**src/rtl/neuron_mac.sv**
```systemverilog
// neuron_mac: sequential multiply-accumulate stage feeding the leaky ReLU.
// Accepts NUM_INPUTS signed (data, weight) pairs per neuron, adds the bias
// (sampled on the first beat), rounds half-up, saturates to DATA_WIDTH and
// presents one result on a valid/ready output.
//
// Optional feature: define NEURON_MAC_CLEAR_EN to add the synchronous clr input.
//
// Ports:
//   clk, rst                  clock, synchronous active-high reset
//   clr                       (NEURON_MAC_CLEAR_EN only) abort current neuron
//   in_valid/in_ready         input pair handshake
//   in_data, in_weight        signed operands
//   in_bias                   signed bias, used on the first beat only
//   out_valid/out_ready       result handshake
//   out_data, out_sat         rounded/saturated result and clip flag
//
// state   | meaning
// s_idle  | waiting for first pair of a neuron (bias sampled here)
// s_accum | accumulating remaining pairs
// s_round | one cycle: round and saturate the accumulator into out_data
// s_out   | result presented until out_ready
module neuron_mac #(
  parameter int DATA_WIDTH = 16,
  parameter int FRAC_BITS  = 8,
  parameter int NUM_INPUTS = 8,
  parameter int ACC_WIDTH  = 40
) (
  input  logic                         clk,
  input  logic                         rst,
`ifdef NEURON_MAC_CLEAR_EN
  input  logic                         clr,
`endif
  input  logic                         in_valid,
  output logic                         in_ready,
  input  logic signed [DATA_WIDTH-1:0] in_data,
  input  logic signed [DATA_WIDTH-1:0] in_weight,
  input  logic signed [DATA_WIDTH-1:0] in_bias,
  output logic                         out_valid,
  input  logic                         out_ready,
  output logic signed [DATA_WIDTH-1:0] out_data,
  output logic                         out_sat
);

  localparam int CNT_W = $clog2(NUM_INPUTS + 1);
  localparam int RW    = ACC_WIDTH + 1;
  localparam logic [CNT_W-1:0] LAST_BEAT = CNT_W'(NUM_INPUTS - 1);
  localparam logic signed [RW-1:0] HALF =
    {{(RW-1){1'b0}}, 1'b1} << (FRAC_BITS - 1);
  localparam logic signed [RW-1:0] MAXV =
    {{(RW-DATA_WIDTH+1){1'b0}}, {(DATA_WIDTH-1){1'b1}}};
  localparam logic signed [RW-1:0] MINV =
    {{(RW-DATA_WIDTH+1){1'b1}}, {(DATA_WIDTH-1){1'b0}}};

  typedef enum logic [1:0] {s_idle, s_accum, s_round, s_out} state_t;

  state_t                          state, state_nxt;
  logic signed [ACC_WIDTH-1:0]     acc;
  logic        [CNT_W-1:0]         count;
  logic signed [2*DATA_WIDTH-1:0]  prod;
  logic signed [ACC_WIDTH-1:0]     prod_ext;
  logic signed [ACC_WIDTH-1:0]     bias_ext;
  logic signed [RW-1:0]            acc_rnd;
  logic signed [RW-1:0]            r;
  logic                            accept;
  logic                            clr_hit;

`ifdef NEURON_MAC_CLEAR_EN
  assign clr_hit = clr && (state != s_idle);
`else
  assign clr_hit = 1'b0;
`endif

  assign accept   = in_valid && in_ready;
  assign prod     = in_data * in_weight;
  assign prod_ext = {{(ACC_WIDTH-2*DATA_WIDTH){prod[2*DATA_WIDTH-1]}}, prod};
  assign bias_ext = {{(ACC_WIDTH-DATA_WIDTH){in_bias[DATA_WIDTH-1]}}, in_bias} <<< FRAC_BITS;
  // One extra bit so adding the rounding half can never wrap.
  assign acc_rnd  = {acc[ACC_WIDTH-1], acc} + HALF;
  assign r        = acc_rnd >>> FRAC_BITS;

  // state register
  always_ff @(posedge clk) begin
    if (rst) state <= s_idle;
    else     state <= state_nxt;
  end

  // next-state logic
  always_comb begin
    state_nxt = state;
    case (state)
      s_idle:  if (accept) state_nxt = (NUM_INPUTS == 1) ? s_round : s_accum;
      s_accum: if (accept && count == LAST_BEAT) state_nxt = s_round;
      s_round: state_nxt = s_out;
      s_out:   if (out_ready) state_nxt = s_idle;
      default: state_nxt = s_idle;
    endcase
    if (clr_hit) state_nxt = s_idle;
  end

  // output decode; rst gating keeps both handshakes low in the reset cycle
  always_comb begin
    in_ready  = 1'b0;
    out_valid = 1'b0;
    if (!rst) begin
      case (state)
        s_idle, s_accum: in_ready  = !clr_hit;
        s_out:           out_valid = 1'b1;
        default: ;
      endcase
    end
  end

  // datapath
  always_ff @(posedge clk) begin
    if (rst) begin
      acc      <= '0;
      count    <= '0;
      out_data <= '0;
      out_sat  <= 1'b0;
    end else if (clr_hit) begin
      acc   <= '0;
      count <= '0;
    end else begin
      case (state)
        s_idle: if (accept) begin
          acc   <= bias_ext + prod_ext;
          count <= CNT_W'(1);
        end
        s_accum: if (accept) begin
          acc   <= acc + prod_ext;
          count <= count + CNT_W'(1);
        end
        s_round: begin
          if (r > MAXV) begin
            out_data <= {1'b0, {(DATA_WIDTH-1){1'b1}}};
            out_sat  <= 1'b1;
          end else if (r < MINV) begin
            out_data <= {1'b1, {(DATA_WIDTH-1){1'b0}}};
            out_sat  <= 1'b1;
          end else begin
            out_data <= r[DATA_WIDTH-1:0];
            out_sat  <= 1'b0;
          end
        end
        s_out: if (out_ready) begin
          acc   <= '0;
          count <= '0;
        end
        default: ;
      endcase
    end
  end

endmodule
```
**config.mk**
```make
export PLATFORM = sky130hd
export DESIGN_NAME = neuron_mac
export DESIGN_NICKNAME = d
export VERILOG_FILES = /design/src/rtl/neuron_mac.sv
export SDC_FILE = /design/constraint.sdc
export NUM_CORES = 1
export LEC_CHECK = 0
export BUFFER_PORTS_ARGS = -buffer_cell sky130_fd_sc_hd__clkbuf_2
export CORE_MARGIN = 1.5
export CORE_UTILIZATION = 35
export DETAILED_ROUTE_END_ITERATION = 8
export SLEW_MARGIN = 20
export SYNTH_ARGS = -nofsm -noshare
export SYNTH_HDL_FRONTEND = slang
export SYNTH_SLANG_ARGS = --single-unit
```
**constraint.sdc**
```tcl
create_clock -name clk -period 29.7 [get_ports clk]
set_clock_uncertainty 0.1 [all_clocks]
set_input_delay 8.91 -clock clk [delete_from_list [all_inputs] [get_ports clk]]
set_output_delay 8.91 -clock clk [all_outputs]
set_load 0.01 [all_outputs]
```
==> reports/qor.csv <==
stage,metric,value,unit
place,port_buffers,70,
finish,fill_cells,4692,
detailed_routing,vias,13330,
critical_path,critical_path.endpoint_type,output port,
critical_path,worst-path-max-fanout,57,
synth,ys_seq_area_frac,0.07730,
worst_hold_path,hold_start,count[1]$_SDFFE_PP0P_,
detailed_routing,met3_length,1337,um
timing,finalSetupTns,0,ps
finish,drive_gt1_frac,0.06033,
clocking,htreeDepth,3,
timing,grt_setup_unrepaired,no,
synth,synth-edff-count,0,
timing,setup_viol,0,
die,start_util,0.3572,
global_route,grt_pass1_wl,67410,um
die,fp.dieW,218.9,um
place,gp_congestion,0.8535,
clocking,postCtsSetupRepairBufs,0,
clocking,clock-root-buffer,clkbuf_16,
finish,syn_to_final_growth,7.477,%
detailed_routing,drcViolationCount,0,
die,core,45670,um2
global_route,grt_max_degree,58,
synth,yosys.area_share.simple,0.1805,
synth,synth_warnings,0,
clocking,cts_made_buffers,9,
detailed_routing,dr.pass1.iters,5,
timing,fin_crit_sh,0.6332,
detailed_routing,vias_per_cell,5.217,
detailed_routing,drt_wl_total,40590,um
synth,synth_area,16320,um2
detailed_routing,highest_layer,met5,
place,hpwl,32830,um
clocking,clock-sinks,63,
global_route,grt_antenna_before_repair,1,
detailed_routing,wire_per_inst,15.88,um
synth,synthMuxAreaShare,0.003221,
critical_path,cp_data_required_time,20690,ps
finish,final_cell_mix,"inv_1, fa_1, nand2_1",
detailed_routing,ant_nets,0,
critical_path,cp-startpoint,rst,
timing,final-hold-violation-count,0,
timing,period_needed,18810,ps
timing,max_freq,0.05317,GHz
critical_path,crit_type,in2out,
critical_path,worstSetupStartpointType,primary input,
clocking,cts.path.max_buffers,2,
synth,async_flop_share,0,
finish,mostFrequentLayoutCell,inv_1,
synth,ys_ff_latch,63,
finish,final_nets,2420,
die,die_area,47920,um2
run,maxCapViolCount,0,
critical_path,worst-endpoint-arrival,9800,ps
synth,syn_nets,2399,
synth,netlist_instances,1930,
finish,diodes,0,
timing,tightest_slew,918.3,ps
clocking,ctsResizeCount,0,
detailed_routing,wl_met1,17580,um
place,dp_cells,2540,
clocking,clkLatencyLatePin,350,ps
global_route,grt_pass1_vias,13500,
synth,synth_compound_area_frac,0.1434,
global_route,grt_usage,0.1742,
outcome,status,completed,
clocking,cts_tree,built,
finish,fin_cells,2556,
die,fp.dieH,218.9,um
detailed_routing,dr.first_iter.drc_count,745,
timing,relSlewSlack,0.3720,
timing,slew_viol_final,0,
detailed_routing,wl_met2,20870,um
synth,avgSynthCellArea,8.454,um2
synth,synth.top_cell.area_share,0.3239,
worst_hold_path,hold_class,reg2reg,
synth,synth-xor-area-share,0.06012,
die,rows,78,
finish,final_core_util,0.3839,
synth,ys_types,76,
synth,ys_top_cells_by_area,"fa_1, ha_1, inv_1",
synth,synthAdderAreaFrac,0.4413,
clocking,clk_pin_slew,50,ps
critical_path,reg2reg_from,acc[7]$_SDFFE_PP0P_,
synth,synth_top_family_by_area,adder cells,
die,pin_count,71,
timing,finalWorstSetupSlack,10890,ps
synth,yosysTopAreaCell,fa_1,
clocking,cts_hold_buf,0,
place,pre_cts_slack,10870,ps
global_route,grt_overflow_total,0,
synth,ys.flop_type,dfxtp_1,
-- routing by layer --
layer / up-vias / track usage
met5: - / 0
met4: 2 / 0.04110
met3: 54 / 0.01497
met2: 214 / 0.3153
met1: 6738 / 0.2232
li1: 6326 / -
-- layout make-up --
| class | count | area, um2 | area share |
|---|---|---|---|
| clock buffer | 10 | 239.0 | 0.01363 |
| clock inverter | 6 | 92.59 | 0.005280 |
| inverter | 340 | 1276 | 0.07278 |
| multi-input combinational | 1462 | 13530 | 0.7715 |
| sequential | 63 | 1261 | 0.07192 |
| tap | 600 | 750.7 | 0.04281 |
| timing repair buffer | 75 | 387.9 | 0.02212 |
-- flip-flops by register name, indices dropped and copies added (netlist names) --
signal and flops:
acc 40, count 4, out_data 16, out_sat 1, state 2
-- through the flow --
step	hold WS [ps]	instance area (um2)
2_1_floorplan	349.2	16320
3_3_place_gp	362.5	17200
3_5_place_dp	368.2	17200
4_1_cts	375.7	17540
5_1_grt	397.3	17540
6_report	372.0	17540
-- cells in the mapped netlist, types with 41 or more instances --
library cell and n:
fa_1 264, nand2_1 180, inv_1 340, ha_1 153
dfxtp_1 63, nor2_1 116, xnor2_1 79, nor3_1 41
and2_1 129, a21oi_1 86, clkbuf_1 58, a21o_1 47
-- path summary, 6_finish.rpt --
kind / endpoint / slack, ps / cells past startpoint
worst max-delay path: in_ready / 10890 / 4
worst min register to register: count[1]$_SDFFE_PP0P_ / 370 / 2
worst max register to register: out_data[10]$_SDFFE_PP0P_ / 26260 / 11
worst min-delay path: count[1]$_SDFFE_PP0P_ / 370 / 2
-- kinds of logic after synthesis --
logic type | after synthesis
simple gates | 587
compound gates | 341
mux | 5
xor+xnor | 112
flops | 63
buf+inv | 405
fa+ha+maj | 417
-- critical path, cell delays in order --
cell      delay, ps
clkbuf_2         80
buf_4           540
nor2_1          110
clkbuf_2        150
Power is not shown: default switching activity piles up to over one toggle a cycle in this logic, so the estimate is an artifact.
